==> config.mk <==
export PLATFORM = sky130hd
export DESIGN_NAME = branch_resolver
export DESIGN_NICKNAME = d
export VERILOG_FILES = /design/src/rtl/bp_pkg.sv /design/src/rtl/bp_update_fifo.sv /design/src/rtl/branch_resolver.sv
export SDC_FILE = /design/constraint.sdc
export NUM_CORES = 1
export LEC_CHECK = 0
export BUFFER_PORTS_ARGS = -buffer_cell sky130_fd_sc_hd__buf_2
export CORE_ASPECT_RATIO = 0.75
export CORE_MARGIN = 8
export CORE_UTILIZATION = 50
export DETAILED_ROUTE_END_ITERATION = 12
export MAX_ROUTING_LAYER = met4
export PLACE_DENSITY = 0.74
export SETUP_SLACK_MARGIN = 0.05
export SYNTH_ARGS = -nofsm -noshare
export SYNTH_HDL_FRONTEND = slang
export SYNTH_SLANG_ARGS = --single-unit
==> constraint.sdc <==
create_clock -name clock_i -period 9.03 [get_ports clock_i]
set_input_delay 0.903 -clock clock_i [delete_from_list [all_inputs] [get_ports clock_i]]
set_output_delay 0.903 -clock clock_i [all_outputs]
set_load 0.01 [all_outputs]
==> src/rtl/bp_pkg.sv <==
// Shared types for the execute-stage branch resolver: training-update entry
// and resolver FSM state encoding.
package bp_pkg;

   typedef struct packed {
      logic [31:0] pc;
      logic [31:0] tgt;
      logic        taken;
   } upd_t;

   typedef enum logic [1:0] {S_RUN, S_HOLD, S_FLUSH} state_t;

   // Wrong direction, or taken to the wrong place.
   function automatic logic lane_mispredict(input logic is_br, input logic taken,
                                            input logic pred, input logic [31:0] tgt,
                                            input logic [31:0] pred_tgt);
      return is_br && ((taken != pred) || (taken && (tgt != pred_tgt)));
   endfunction

endpackage

==> src/rtl/bp_update_fifo.sv <==
// Predictor-training update FIFO: up to two writes per cycle (slot 0 first),
// one read per cycle, and free-slot count that already credits this cycle's read.
module bp_update_fifo
   import bp_pkg::*;
#(
   parameter int DEPTH = 4,
   parameter int CNT_W = $clog2(DEPTH) + 1
) (
   input  logic             clock_i,
   input  logic             reset_n_i,
   input  logic [1:0]       wr_en,
   input  upd_t [1:0]       wr_data,
   input  logic             rd_en,
   output logic             head_valid,
   output upd_t             head,
   output logic [CNT_W-1:0] free
);

   localparam int PW = $clog2(DEPTH);

   upd_t             mem [DEPTH];
   logic [PW-1:0]    wptr, rptr, wptr1;
   logic [CNT_W-1:0] count;
   logic             deq;

   assign head_valid = (count != '0);
   assign head       = mem[rptr];
   assign deq        = rd_en && head_valid;
   assign free       = CNT_W'(DEPTH) - count + CNT_W'(deq);
   // A lone slot-1 write lands at wptr, so slot 1 skips ahead only behind slot 0.
   assign wptr1      = wptr + PW'(wr_en[0]);

   always_ff @(posedge clock_i or negedge reset_n_i) begin
      if (!reset_n_i) begin
         for (int i = 0; i < DEPTH; i++) mem[i] <= '0;
         wptr  <= '0;
         rptr  <= '0;
         count <= '0;
      end else begin
         if (wr_en[0]) mem[wptr]  <= wr_data[0];
         if (wr_en[1]) mem[wptr1] <= wr_data[1];
         wptr  <= wptr + PW'(wr_en[0]) + PW'(wr_en[1]);
         rptr  <= rptr + PW'(deq);
         count <= count + CNT_W'(wr_en[0]) + CNT_W'(wr_en[1]) - CNT_W'(deq);
      end
   end

endmodule

==> src/rtl/branch_resolver.sv <==
// Dual-lane execute-stage branch resolution: held redirect toward fetch,
// flush sequencing, and queued BTB/PHT training updates.
module branch_resolver
   import bp_pkg::*;
#(
   parameter int DEPTH        = 4,
   parameter int FLUSH_CYCLES = 2
) (
   input  logic        clock_i,
   input  logic        reset_n_i,
   input  logic        pc_we_i,
   input  logic        l0_valid_i,
   input  logic        l1_valid_i,
   input  logic [31:0] l0_pc_i,
   input  logic [31:0] l1_pc_i,
   input  logic        l0_is_br_i,
   input  logic        l1_is_br_i,
   input  logic        l0_taken_i,
   input  logic        l1_taken_i,
   input  logic [31:0] l0_tgt_i,
   input  logic [31:0] l1_tgt_i,
   input  logic        l0_pred_i,
   input  logic        l1_pred_i,
   input  logic [31:0] l0_pred_tgt_i,
   input  logic [31:0] l1_pred_tgt_i,
   output logic        wrong_pred_o,
   output logic [31:0] fixed_pc_o,
   output logic        wasnt_branch_o,
   output logic [31:0] wasnt_br_pc_o,
   output logic        update_pht_o,
   output logic        update_btb_o,
   output logic [31:0] update_pc_o,
   output logic [31:0] update_tgt_o,
   output logic        last_br_o,
   output logic        flush_o,
   output logic        drop_o
);

   localparam int CNT_W = $clog2(DEPTH) + 1;
   localparam int CW    = (FLUSH_CYCLES > 1) ? $clog2(FLUSH_CYCLES + 1) : 1;

   state_t           state_q, state_d;
   logic [CW-1:0]    cnt_q, cnt_d;
   logic             wp_d, wb_d, drop_d;
   logic [31:0]      fix_d, wbpc_d;
   logic             mis0, ft0, mis1, ft1, in_run, req0, req1;
   logic [31:0]      fix0, fix1;
   logic [1:0]       wr_en;
   upd_t [1:0]       wr_data;
   logic             head_valid;
   upd_t             head;
   logic [CNT_W-1:0] free;

   assign mis0 = l0_valid_i && lane_mispredict(l0_is_br_i, l0_taken_i, l0_pred_i, l0_tgt_i, l0_pred_tgt_i);
   assign mis1 = l1_valid_i && lane_mispredict(l1_is_br_i, l1_taken_i, l1_pred_i, l1_tgt_i, l1_pred_tgt_i);
   assign ft0  = l0_valid_i && !l0_is_br_i && l0_pred_i;
   assign ft1  = l1_valid_i && !l1_is_br_i && l1_pred_i;
   assign fix0 = l0_taken_i ? l0_tgt_i : l0_pc_i + 32'd4;
   assign fix1 = l1_taken_i ? l1_tgt_i : l1_pc_i + 32'd4;

   // A lane-0 redirect squashes lane 1 entirely, including its training update.
   assign in_run = (state_q == S_RUN);
   assign req0   = in_run && l0_valid_i && l0_is_br_i;
   assign req1   = in_run && l1_valid_i && l1_is_br_i && !(mis0 || ft0);

   assign wr_data[0] = '{pc: l0_pc_i, tgt: l0_tgt_i, taken: l0_taken_i};
   assign wr_data[1] = '{pc: l1_pc_i, tgt: l1_tgt_i, taken: l1_taken_i};

   always_comb begin
      wr_en  = 2'b00;
      drop_d = 1'b0;
      if (req0 && req1) begin
         if (free >= CNT_W'(2))   wr_en = 2'b11;
         else if (free != '0)     wr_en = 2'b01;
         drop_d = (free < CNT_W'(2));
      end else if (req0) begin
         wr_en[0] = (free != '0);
         drop_d   = (free == '0);
      end else if (req1) begin
         wr_en[1] = (free != '0);
         drop_d   = (free == '0);
      end
   end

   bp_update_fifo #(.DEPTH(DEPTH)) u_fifo (
      .clock_i    (clock_i),
      .reset_n_i  (reset_n_i),
      .wr_en      (wr_en),
      .wr_data    (wr_data),
      .rd_en      (pc_we_i),
      .head_valid (head_valid),
      .head       (head),
      .free       (free)
   );

   always_comb begin
      state_d = state_q;
      cnt_d   = cnt_q;
      wp_d    = wrong_pred_o;
      fix_d   = fixed_pc_o;
      wb_d    = wasnt_branch_o;
      wbpc_d  = wasnt_br_pc_o;
      case (state_q)
         S_RUN: begin
            if (mis0) begin
               wp_d = 1'b1; fix_d = fix0; state_d = S_HOLD;
            end else if (ft0) begin
               wb_d = 1'b1; wbpc_d = l0_pc_i; state_d = S_HOLD;
            end else if (mis1) begin
               wp_d = 1'b1; fix_d = fix1; state_d = S_HOLD;
            end else if (ft1) begin
               wb_d = 1'b1; wbpc_d = l1_pc_i; state_d = S_HOLD;
            end
         end
         S_HOLD: begin
            if (pc_we_i) begin
               wp_d   = 1'b0;
               fix_d  = '0;
               wb_d   = 1'b0;
               wbpc_d = '0;
               if (FLUSH_CYCLES == 0) begin
                  state_d = S_RUN;
               end else begin
                  cnt_d   = CW'(FLUSH_CYCLES);
                  state_d = S_FLUSH;
               end
            end
         end
         S_FLUSH: begin
            if (cnt_q <= CW'(1)) begin
               cnt_d   = '0;
               state_d = S_RUN;
            end else begin
               cnt_d = cnt_q - CW'(1);
            end
         end
         default: state_d = S_RUN;
      endcase
   end

   always_ff @(posedge clock_i or negedge reset_n_i) begin
      if (!reset_n_i) begin
         state_q        <= S_RUN;
         cnt_q          <= '0;
         wrong_pred_o   <= 1'b0;
         fixed_pc_o     <= '0;
         wasnt_branch_o <= 1'b0;
         wasnt_br_pc_o  <= '0;
         drop_o         <= 1'b0;
      end else begin
         state_q        <= state_d;
         cnt_q          <= cnt_d;
         wrong_pred_o   <= wp_d;
         fixed_pc_o     <= fix_d;
         wasnt_branch_o <= wb_d;
         wasnt_br_pc_o  <= wbpc_d;
         drop_o         <= drop_d;
      end
   end

   assign flush_o      = (state_q != S_RUN);
   assign update_pht_o = head_valid;
   assign update_btb_o = head_valid && head.taken;
   assign last_br_o    = head_valid && head.taken;
   assign update_pc_o  = head_valid ? head.pc  : '0;
   assign update_tgt_o = head_valid ? head.tgt : '0;

endmodule

* Word level (Yosys, flattened, before mapping)
Cells that the tools add are included.
** Operators by class
- Add/sub/neg operators :: 11
- Magnitude comparators :: 8
- Equality and inequality tests :: 14
- Muxes and demuxes :: 53
- Bitwise operators :: 3
- Reduce and logical (&&, ||, !) cells :: 37
** Operator list (count)
- 260-bit bitwise mux :: 2
- 260-bit 2-to-1 mux :: 2
- 32-bit 2-to-1 mux :: 12
- 65-bit demux with 2-bit select :: 2
- 65-bit 2-to-1 mux :: 4
- 65-bit binary-select mux with 2-bit select :: 1
- 32-bit one-hot mux with 2 select lines :: 2
- 32-bit by 3-bit adder with 32-bit output, second input constant :: 2
- 32-bit != test :: 2
- 1-bit logical AND :: 20
- 2-bit 2-to-1 mux :: 9
- 1-bit 2-to-1 mux :: 15
- 3-bit != test, second input constant :: 4
- 3-bit by 1-bit adder with 3-bit output :: 3
- 3-bit greater-or-equal comparator, second input constant :: 3
- 2-bit NOT with 3-bit output :: 3
- 2-bit by 1-bit adder with 2-bit output :: 3
- 3-bit by 1-bit less-than comparator with 1-bit output, second input constant :: 2
- 2-bit != test, second input constant :: 3
- 2-bit one-hot mux with 3 select lines :: 1
- 2-bit nonzero test :: 3
- 3-bit nonzero test :: 2
- 5-bit != test, second input constant :: 1
- 5-bit AND reduction :: 1
- other kinds (18) :: 24
** Word-level totals
- Flip-flop bits (word level) :: 338
- Output and inout bits :: 135
- Logic and storage cells :: 148

* Logic depth before layout (Yosys ltp)
Gate-level depths: netlist of the first run.
- Word-level depth :: 19
- Depth in mapped cells :: 17
- Gate-level depth less buffers :: 16

* Modules after synthesis
A second synthesis of the first run with hierarchy kept.
** Unflattened totals
- Cells, all modules :: 2377
- Area, all modules :: 20845.0 um^2
** By module, submodules not included
- bp_update_fifo :: times used 1, cells each 1566, area each 14005.9 um^2, seq. area each 6681.4 um^2
- branch_resolver :: times used 1, cells each 811, area each 6839.1 um^2, seq. area each 1776.7 um^2

* Least setup slack after synthesis of the first run
Ideal clock, no wire load.
- Path kind :: reg-to-reg
- Start point :: register u_fifo.count[2]
- End point :: register u_fifo.mem[120] (netlist name)
- Library setup time :: 0.137 ns
- Arrival time :: 3.325 ns
- Setup slack :: 5.568 ns
- Stages on the path, launching flop included :: 17
- Buffers on the path :: 3
- Clock period less this slack :: 3.462 ns
- Cells stage by stage :: dfrtp_1 > or3_1 > clkbuf_1 > nand2_1 > ha_1 > inv_1 > ha_1 > xor2_1 > nor2_1 > a21boi_2 > ha_1 > xnor2_1 > nor2_1 > o211ai_1 > clkbuf_1 > buf_1 > a21oi_1
** Between the ends
- Longest elaborated chain between the ends :: 15
- Elaborated cells on any way between the ends :: 22
- Classes of those cells :: 3 x add/sub; 3 x order compare; 11 x mux; 1 x bitwise; 4 x reduce/logical
** Ends and longest elaborated chain
- start, declared :: RTL line bp_update_fifo.sv:23 : logic [CNT_W-1:0] count;
- start signal, assigned :: RTL line bp_update_fifo.sv:44 : count <= count + CNT_W'(wr_en[0]) + CNT_W'(wr_en[1]) - CNT_W'(deq);
- 3-bit nonzero test (*) :: RTL line bp_update_fifo.sv:26 : assign head_valid = (count != '0);
- net update_pht_o :: RTL line branch_resolver.sv:30 : output logic update_pht_o,
- 1-bit logical AND (*) :: RTL line bp_update_fifo.sv:28 : assign deq = rd_en && head_valid;
- 3-bit by 1-bit adder with 3-bit output (*) :: RTL line bp_update_fifo.sv:29 : assign free = CNT_W'(DEPTH) - count + CNT_W'(deq);
- parallel branches: the longest is 3 deep, another holds 3-bit by 2-bit greater-or-equal comparator with 1-bit output
- 2-bit 2-to-1 mux (*) :: RTL line branch_resolver.sv:72 : if (req0 && req1) begin
- 2-bit by 1-bit adder with 2-bit output :: RTL line bp_update_fifo.sv:31 : assign wptr1 = wptr + PW'(wr_en[0]);
- 2-bit NOT with 3-bit output (not written as such) :: RTL line bp_update_fifo.sv:41 : if (wr_en[1]) mem[wptr1] <= wr_data[1];
- 3-bit greater-or-equal comparator (not written as such) / 3-bit by 1-bit less-than comparator with 1-bit output (equally long branches) :: RTL line bp_update_fifo.sv:41
- 1-bit logical AND (not written as such) :: RTL line bp_update_fifo.sv:41
- 65-bit 2-to-1 mux (not written as such) :: RTL line bp_update_fifo.sv:41
- 65-bit demux with 2-bit select :: RTL line bp_update_fifo.sv:41
- 260-bit bitwise mux :: RTL line bp_update_fifo.sv:41
- 260-bit 2-to-1 mux (*) :: RTL line bp_update_fifo.sv:41
- end signal, assigned by index :: RTL line bp_update_fifo.sv:40 : if (wr_en[0]) mem[wptr] <= wr_data[0];
- end signal, assigned by index :: RTL line bp_update_fifo.sv:41
- end, declared :: RTL line bp_update_fifo.sv:21 : upd_t mem [DEPTH];
Mark *: on every way through the listed nets, which the timed path passes.
A chain may end at the register's enable or synchronous reset.

* Worst setup path in the final report of the first run
- Start point :: input port l0_tgt_i[3]
- End point :: register fixed_pc_o[14]
** Between the ends
- Longest elaborated chain between the ends :: 7
- Elaborated cells on any way between the ends :: 10
- Classes of those cells :: 3 x eq/ne; 2 x mux; 5 x reduce/logical
** Ends and longest elaborated chain
- start, declared :: RTL line branch_resolver.sv:20 : input logic [31:0] l0_tgt_i,
- 32-bit != test (*) :: RTL line bp_pkg.sv:17 : return is_br && ((taken != pred) || (taken && (tgt != pred_tgt)));
- 1-bit logical AND (*) :: RTL line bp_pkg.sv:17
- 1-bit logical OR (*) :: RTL line bp_pkg.sv:17
- 1-bit logical AND (*) :: RTL line bp_pkg.sv:17
- 1-bit logical AND (*) :: RTL line branch_resolver.sv:54 : assign mis0 = l0_valid_i && lane_mispredict(l0_is_br_i, l0_taken_i, l0_pred_i, l0_tgt_i, l0_pred_tgt_i);
- 3-bit != test (no line) / 32-bit 2-to-1 mux (equally long branches)
- 4-bit AND reduction (no line) / 32-bit one-hot mux with 2 select lines (equally long branches)
- end signal, assigned :: RTL line branch_resolver.sv:154 : fixed_pc_o <= fix_d;
- end, declared :: RTL line branch_resolver.sv:27 : output logic [31:0] fixed_pc_o,
Mark *: on every way between the ends. The rest lies on a longest branch, timed or not.

==> results of run 1 <==
-- worst max-delay path by stage --
stage,start,to,slack (ns),cells after the start
finish,l0_tgt_i[3],fixed_pc_o[14],4.59,9
global route,l0_tgt_i[3],fixed_pc_o[15],4.34,9
CTS,u_fifo.count[2],u_fifo.mem[117],4.66,13
detailed placement,l0_taken_i,fixed_pc_o[14],4.26,9
global placement,l0_tgt_i[3],fixed_pc_o[13],4.41,9
floorplan,u_fifo.count[2],u_fifo.mem[120],5.57,16
-- worst max-delay path: cells and delay by family --
kind / cells / cell delay [ns]
simple gates: 4 / 1.66
xor+xnor: 1 / 0.54
mux: 1 / 0.36
compound gates: 1 / 0.84
buf+inv: 2 / 0.53
-- area by class of cell --
cell class	count	area (µm²)	share of cell area (%)
antenna	9	22.5	0.0957
clock buffer	53	1080	4.58
clock inverter	11	161	0.686
inverter	24	90.1	0.383
multi-input combinational	1544	11100	47.3
sequential	338	8460	36.0
tap	528	661	2.81
timing repair buffer	366	1910	8.14
-- per-layer routing --
| layer | GRT usage [%] | up-vias | wire, µm |
|---|---|---|---|
| met3 | 7.65 | 160 | 7290 |
| met1 | 40.7 | 8794 | 30300 |
| met2 | 45.5 | 1009 | 32800 |
| met4 | 11.0 | 0 | 2680 |
| li1 | - | 7816 | - |
| met5 | - | - | 0 |
-- registers in the layout, summed over array words and instances (netlist names) --
| register | count |
|---|---|
| u_fifo.mem | 260 |
| fixed_pc_o | 32 |
| wasnt_br_pc_o | 32 |
| u_fifo.count | 3 |
| cnt_q | 2 |
| state_q | 2 |
| u_fifo.rptr | 2 |
| u_fifo.wptr | 2 |
| drop_o | 1 |
| wasnt_branch_o | 1 |
| wrong_pred_o | 1 |
-- cell families (layout without fill, tap and decap cells) --
kind of cell,after synthesis,count (layout),share of synthesized area [%]
buffers and inverters,230,454,4.92
adders and majority gates,11,11,0.731
DFF,338,338,41.2
other,0,9,0
and+or+nand+nor,602,602,13.4
xor gates and xnor gates,124,124,5.29
AOI/OAI and AO/OA,416,416,11.4
muxes,391,391,23.1
-- power by group through the flow --
| stage | logic [mW] | clock network (mW) | registers (mW) |
|---|---|---|---|
| 6_report | 3.30 | 1.59 | 2.77 |
| 4_1_cts | 3.31 | 1.60 | 2.75 |
| 3_5_place_dp | 3.30 | 0 | 2.77 |
| 5_1_grt | 3.60 | 1.67 | 2.84 |
| 2_1_floorplan | 2.23 | 0 | 2.58 |
| 3_3_place_gp | 3.21 | 0 | 2.72 |
-- layout by cell type (no fill, tap or decap), types with 14 or more instances in the layout --
cell / n
mux4_2: 65
buf_4: 29
nand2_1: 227
nand3_1: 37
o2bb2ai_1: 14
and2_1: 76
o21ai_0: 181
a21oi_1: 160
o31ai_1: 39
inv_1: 24
xor2_1: 30
nor2_1: 166
buf_2: 336
clkbuf_16: 39
mux2i_1: 309
xnor2_1: 94
dfrtp_1: 336
nand4_1: 41
==> impl_metrics.py, run 1 <==
metrics = {
    "global_route": {
        "number_of_antenna_violations_at_the_first_check_in_global_routing": 9,
        "globalRoute.totalOverflow": 0,
        "groute.usage.overall_pct": 30.7,
        "first_global_vias": 17600,
        "grt_max_degree": 118,
        "grt_pass1_wl_um": 111000,
    },
    "clocking": {
        "number_of_h_tree_branching_levels": 2,
        "tritoncts.num_buffers": 37,
        "insertion_delay_ns": 0.54,
        "postCtsSetupRepairBufs": 0,
        "count_of_hold_buffers_inserted_by_post_cts_repair": 0,
        "cts_resized": 0,
        "clk_path_buf_depth": 3,
        "cts.clk_slew.worst_paths_ns": 0.06,
        "cts_tree": "built",
        "cts-root-buf": "clkbuf_16",
        "number_of_sinks_driven_by_the_clock_tree": 338,
    },
    "yosys": {
        "synth.lib_cells_used.distinct": 55,
        "synthesis.nets": 2325,
        "ys_ff_latch": 338,
        "post_synth_inst_count": 2112,
        "yosys_warnings": 0,
        "yosys-top-cells-count": "dfrtp_1, mux2i_1, nand2_1",
        "synthArstFlopShare_pct": 100,
        "yosys_most_used_dff": "dfrtp_1",
        "yosysSeqAreaShare_pct": 41.2,
        "yosys.cell_count.top_type": "dfrtp_1",
        "synth_top_area_share_pct": 41.2,
        "netlist.top_cell.by_area": "dfrtp_1",
        "synth_area_per_cell_um2": 9.72,
        "netlist_top_cells_area": "dfrtp_1, mux2i_1, mux4_2",
        "synth-edff-count": 0,
        "netlist_area_um2": 20500,
    },
    "route": {
        "drcViolationCount": 0,
        "drt_iter0_markers": 1929,
        "vias": 17800,
        "ratio_of_routed_vias_to_standard_cells": 6.19,
        "route.detailed.wl_per_inst_um": 25.4,
        "detail-route-antenna-nets": 0,
        "detailedRoute.firstPassIterationCount": 5,
        "detail_route.wirelength_um": 73100,
    },
    "placed_design": {
        "gpl.final_weighted_congestion": 0.953,
        "dp.final_hpwl_um": 50600,
        "pre_cts_slack_ns": 4.26,
        "placed_area_um2": 22300,
        "dp.cells": 2800,
        "placement.io_buffers": 337,
    },
    "cells_and_area": {
        "nets": 2524,
        "utilization_pct": 57.8,
        "layoutNonFillerInstCount": 2873,
        "final_area_um2": 23500,
        "synthToLayoutAreaGrowth_pct": 14.6,
        "filler_cell_count_in_the_final_layout": 3525,
        "drive_gt1_share_pct": 22.0,
    },
    "worst_setup_path": {
        "end_kind": "register",
        "setup.reg_to_reg.worst_slack_ns": 4.59,
        "timing.reg2reg.worst_path_depth": 13,
        "crit_arrival_ns": 4.86,
        "timing.critical_path.fanout_max": 25,
        "required_ns": 9.45,
        "worstReg2RegEnd": "u_fifo.mem[103]",
        "critical_path.max_stage_delay_ns": 0.84,
        "timing.critical_path.from_type": "input port",
        "path_cells": "buf_2 -> xnor2_1 -> nand4_1 -> nor4_2 -> nand3_2 -> a31oi_4 -> and2_1 -> buf_4 -> mux2_1",
        "crit_path_top_delay_cell": "a31oi_4",
        "timing_worst_setup_path_type": "input port to register",
        "worst_r2r_startpoint": "u_fifo.count[2]",
    },
    "timing": {
        "setup_viol_count_final": 0,
        "final.setup.worst_slack_ns": 4.59,
        "min_period_over_period_pct": 49.2,
        "final_max_slew_violation_count": 0,
        "setup_total_negative_slack_ns": 0,
        "hold_ws_ns": 0.435,
        "final-hold-violation-count": 0,
        "grt_setup_unrepaired": "no",
        "max_freq_ghz": 0.225,
        "slew_headroom_pct": 19.5,
        "final.min_clock_period_ns": 4.44,
        "finalClockSkew_ns": 0.0201,
        "worst_slew_pin_slew_ns": 1.21,
    },
    "pwr": {
        "vdd_ir_drop_max_uv": 169,
        "power.internal_mw": 4.75,
        "switching_share_pct": 38.0,
        "share_comb_of_total_power_pct": 43.1,
        "switching_power_mw": 2.91,
        "power.sequential.fraction_pct": 36.2,
        "total_leakage_power_nw": 10.7,
        "p_per_area_nw_per_um2": 326,
        "clkPwrFrac_pct": 20.7,
        "power.total_mw": 7.66,
    },
    "run_status": {
        "status": "complete, no violations",
    },
    "flow_run": {
        "max-cap-violations": 0,
    },
    "floorplan": {
        "fp.coreArea_um2": 40700,
        "floorplan.initialDensity_pct": 50.5,
        "floorplan.die.height_um": 192,
        "die-width_um": 250,
        "dieArea_um2": 47900,
        "count_of_boundary_i_o_pins": 338,
        "rows": 64,
    },
    "min_path": {
        "worstHoldPathType": "input port to async pin",
    },
}
Note: power is estimated with default switching activity, not from simulation.
==> run 2: changes to the inputs <==
clock period = 4.6 ns   (was 9.03 ns; I/O delays follow)
==> run 2 against run 1 <==
  * The flow now finishes with violations (negative hold slack)
  * Power up 95%
  * Hold slack got worse by 0.46 ns
  * Clock-buffer cell count down 3
  * Final cell count grew 0.24%
  * Global-route usage shrank 0.61 points
  * Combinational power rose by 93%
  * Via count shrank 1.2%
  * Core utilization grew 0.30 points
  * Sequential share of layout area fell by 0.17 points
  * Non-clock buffer count is 3 higher
==> impl_metrics.py, run 2 (same netlist as run 1, synthesis figures left out) <==
metrics = {
    "timing": {
        "finalClockSkew_ns": 0.0170,
        "min_period_over_period_pct": 89.9,
        "setup_total_negative_slack_ns": 0,
        "setup_viol_count_final": 0,
        "hold_ws_ns": -0.0249,
        "max_freq_ghz": 0.242,
        "final.min_clock_period_ns": 4.14,
        "grt_setup_unrepaired": "no",
        "worst_slew_pin_slew_ns": 1.20,
        "final-hold-violation-count": 6,
        "slew_headroom_pct": 19.8,
        "final_max_slew_violation_count": 0,
    },
    "global_route": {
        "groute.usage.overall_pct": 30.0,
        "grt_pass1_wl_um": 109000,
        "grt_max_degree": 131,
        "first_global_vias": 17400,
        "number_of_antenna_violations_at_the_first_check_in_global_routing": 12,
        "globalRoute.totalOverflow": 0,
    },
    "floorplan": {
        "count_of_boundary_i_o_pins": 338,
        "floorplan.die.height_um": 192,
        "dieArea_um2": 47900,
        "fp.coreArea_um2": 40700,
        "floorplan.initialDensity_pct": 50.5,
        "die-width_um": 250,
        "rows": 64,
    },
    "pwr": {
        "power.sequential.fraction_pct": 36.8,
        "power.total_mw": 15.0,
        "total_leakage_power_nw": 10.8,
        "power.internal_mw": 9.32,
        "vdd_ir_drop_max_uv": 381,
        "switching_share_pct": 37.8,
        "share_comb_of_total_power_pct": 42.6,
        "p_per_area_nw_per_um2": 633,
        "switching_power_mw": 5.66,
        "clkPwrFrac_pct": 20.6,
    },
    "cells_and_area": {
        "drive_gt1_share_pct": 22.3,
        "reg_top3": "u_fifo.mem x260, fixed_pc_o x32, wasnt_br_pc_o x32",
        "nets": 2526,
        "leading_cell_types_in_the_layout_fill_and_taps_excluded": "dfrtp_1, buf_2, mux2i_1",
        "top_register": "u_fifo.mem",
        "layoutNonFillerInstCount": 2880,
        "max_reg_flops": 260,
        "synthToLayoutAreaGrowth_pct": 15.2,
    },
    "worst_setup_path": {
        "timing.reg2reg.worst_path_depth": 14,
        "crit_arrival_ns": 4.51,
        "timing_worst_setup_path_type": "register to register",
        "required_ns": 4.97,
        "setup.reg_to_reg.worst_slack_ns": 0.46,
        "worst_r2r_startpoint": "u_fifo.count[2]",
        "timing.critical_path.fanout_max": 62,
        "timing.critical_path.from_type": "register",
        "worstReg2RegEnd": "u_fifo.mem[179]",
        "end_kind": "register",
    },
    "placed_design": {
        "dp.cells": 2803,
        "dp.final_hpwl_um": 50000,
        "placement.io_buffers": 337,
        "gpl.final_weighted_congestion": 0.935,
    },
    "route": {
        "detail_route.wirelength_um": 71600,
        "ratio_of_routed_vias_to_standard_cells": 6.10,
        "detail-route-antenna-nets": 0,
        "route.detailed.wl_per_inst_um": 24.9,
        "drt_iter0_markers": 1954,
        "drcViolationCount": 0,
        "detailedRoute.firstPassIterationCount": 6,
        "vias": 17600,
    },
    "clocking": {
        "cts_tree": "built",
        "number_of_h_tree_branching_levels": 2,
        "cts.clk_slew.worst_paths_ns": 0.06,
        "cts_resized": 0,
        "count_of_hold_buffers_inserted_by_post_cts_repair": 0,
        "tritoncts.num_buffers": 36,
        "cts-root-buf": "clkbuf_16",
        "insertion_delay_ns": 0.54,
        "number_of_sinks_driven_by_the_clock_tree": 338,
        "postCtsSetupRepairBufs": 0,
        "clk_path_buf_depth": 3,
    },
    "run_status": {
        "violations": "negative hold slack",
        "status": "finished with violations",
    },
    "min_path": {
        "worstHoldPathType": "input port to async pin",
    },
    "flow_run": {
        "max-cap-violations": 0,
    },
}
[run 2: how the worst max path moves through the flow]
stage / start / endpoint / depth (start not counted)
6_report: u_fifo.count[2] / u_fifo.mem[179] / 14
3_3_place_gp: u_fifo.count[2] / u_fifo.mem[165] / 14
2_1_floorplan: u_fifo.count[2] / u_fifo.mem[120] / 16
3_5_place_dp: u_fifo.count[2] / u_fifo.mem[179] / 14
4_1_cts: u_fifo.count[2] / u_fifo.mem[179] / 14
5_1_grt: u_fifo.count[2] / u_fifo.mem[179] / 14
[run 2: per-stage QoR]
| step | cell area [µm²] | util, % | setup WS [ns] |
|---|---|---|---|
| 2_1_floorplan | 20500 | - | 1.14 |
| 3_3_place_gp | 22400 | 55.0 | 0.727 |
| 3_5_place_dp | 22400 | 55.0 | 0.543 |
| 4_1_cts | 23600 | 58.1 | 0.497 |
| 5_1_grt | 23700 | 58.1 | 0.245 |
| 6_report | 23700 | 58.1 | 0.463 |
[run 2: power groups by stage]
stage                     logic [mW]  clock network (mW)  registers (mW)
after floorplan                 4.38                   0            5.06
after global placement          6.20                   0            5.40
after detailed placement        6.38                   0            5.50
after CTS                       6.40                3.11            5.47
after global routing            6.97                3.24            5.65
final                           6.38                3.09            5.52
[run 2: area by class of cell]
type / instances / area [µm²]
Clock inverter: 15 / 196
Sequential cell: 338 / 8470
Tap cell: 528 / 661
Inverter: 24 / 90.1
Fill cell: 3455 / 17000
Antenna cell: 12 / 30.0
Clock buffer: 50 / 1040
Multi-Input combinational cell: 1544 / 11100
Timing Repair Buffer: 369 / 2020
[run 2: routing by layer]
layer	vias up	track usage, %	wire length (µm)
met5	-	-	0
met4	0	7.08	1640
met3	117	6.48	6100
met2	915	46.5	33100
met1	8715	40.4	30800
li1	7824	-	-
[run 2: worst max-delay path, cell delays in order, from the launching register on]
cell and delay [ns]:
dfrtp_1 0.41, or3_2 0.50, nand2_1 0.11, ha_1 0.16
inv_1 0.05, ha_1 0.18, xor2_1 0.16, nor2_1 0.19
a21boi_2 0.15, ha_1 0.21, xnor2_1 0.58, nand2_1 0.21
a211oi_4 0.26, buf_4 0.55, o21ai_0 0.23
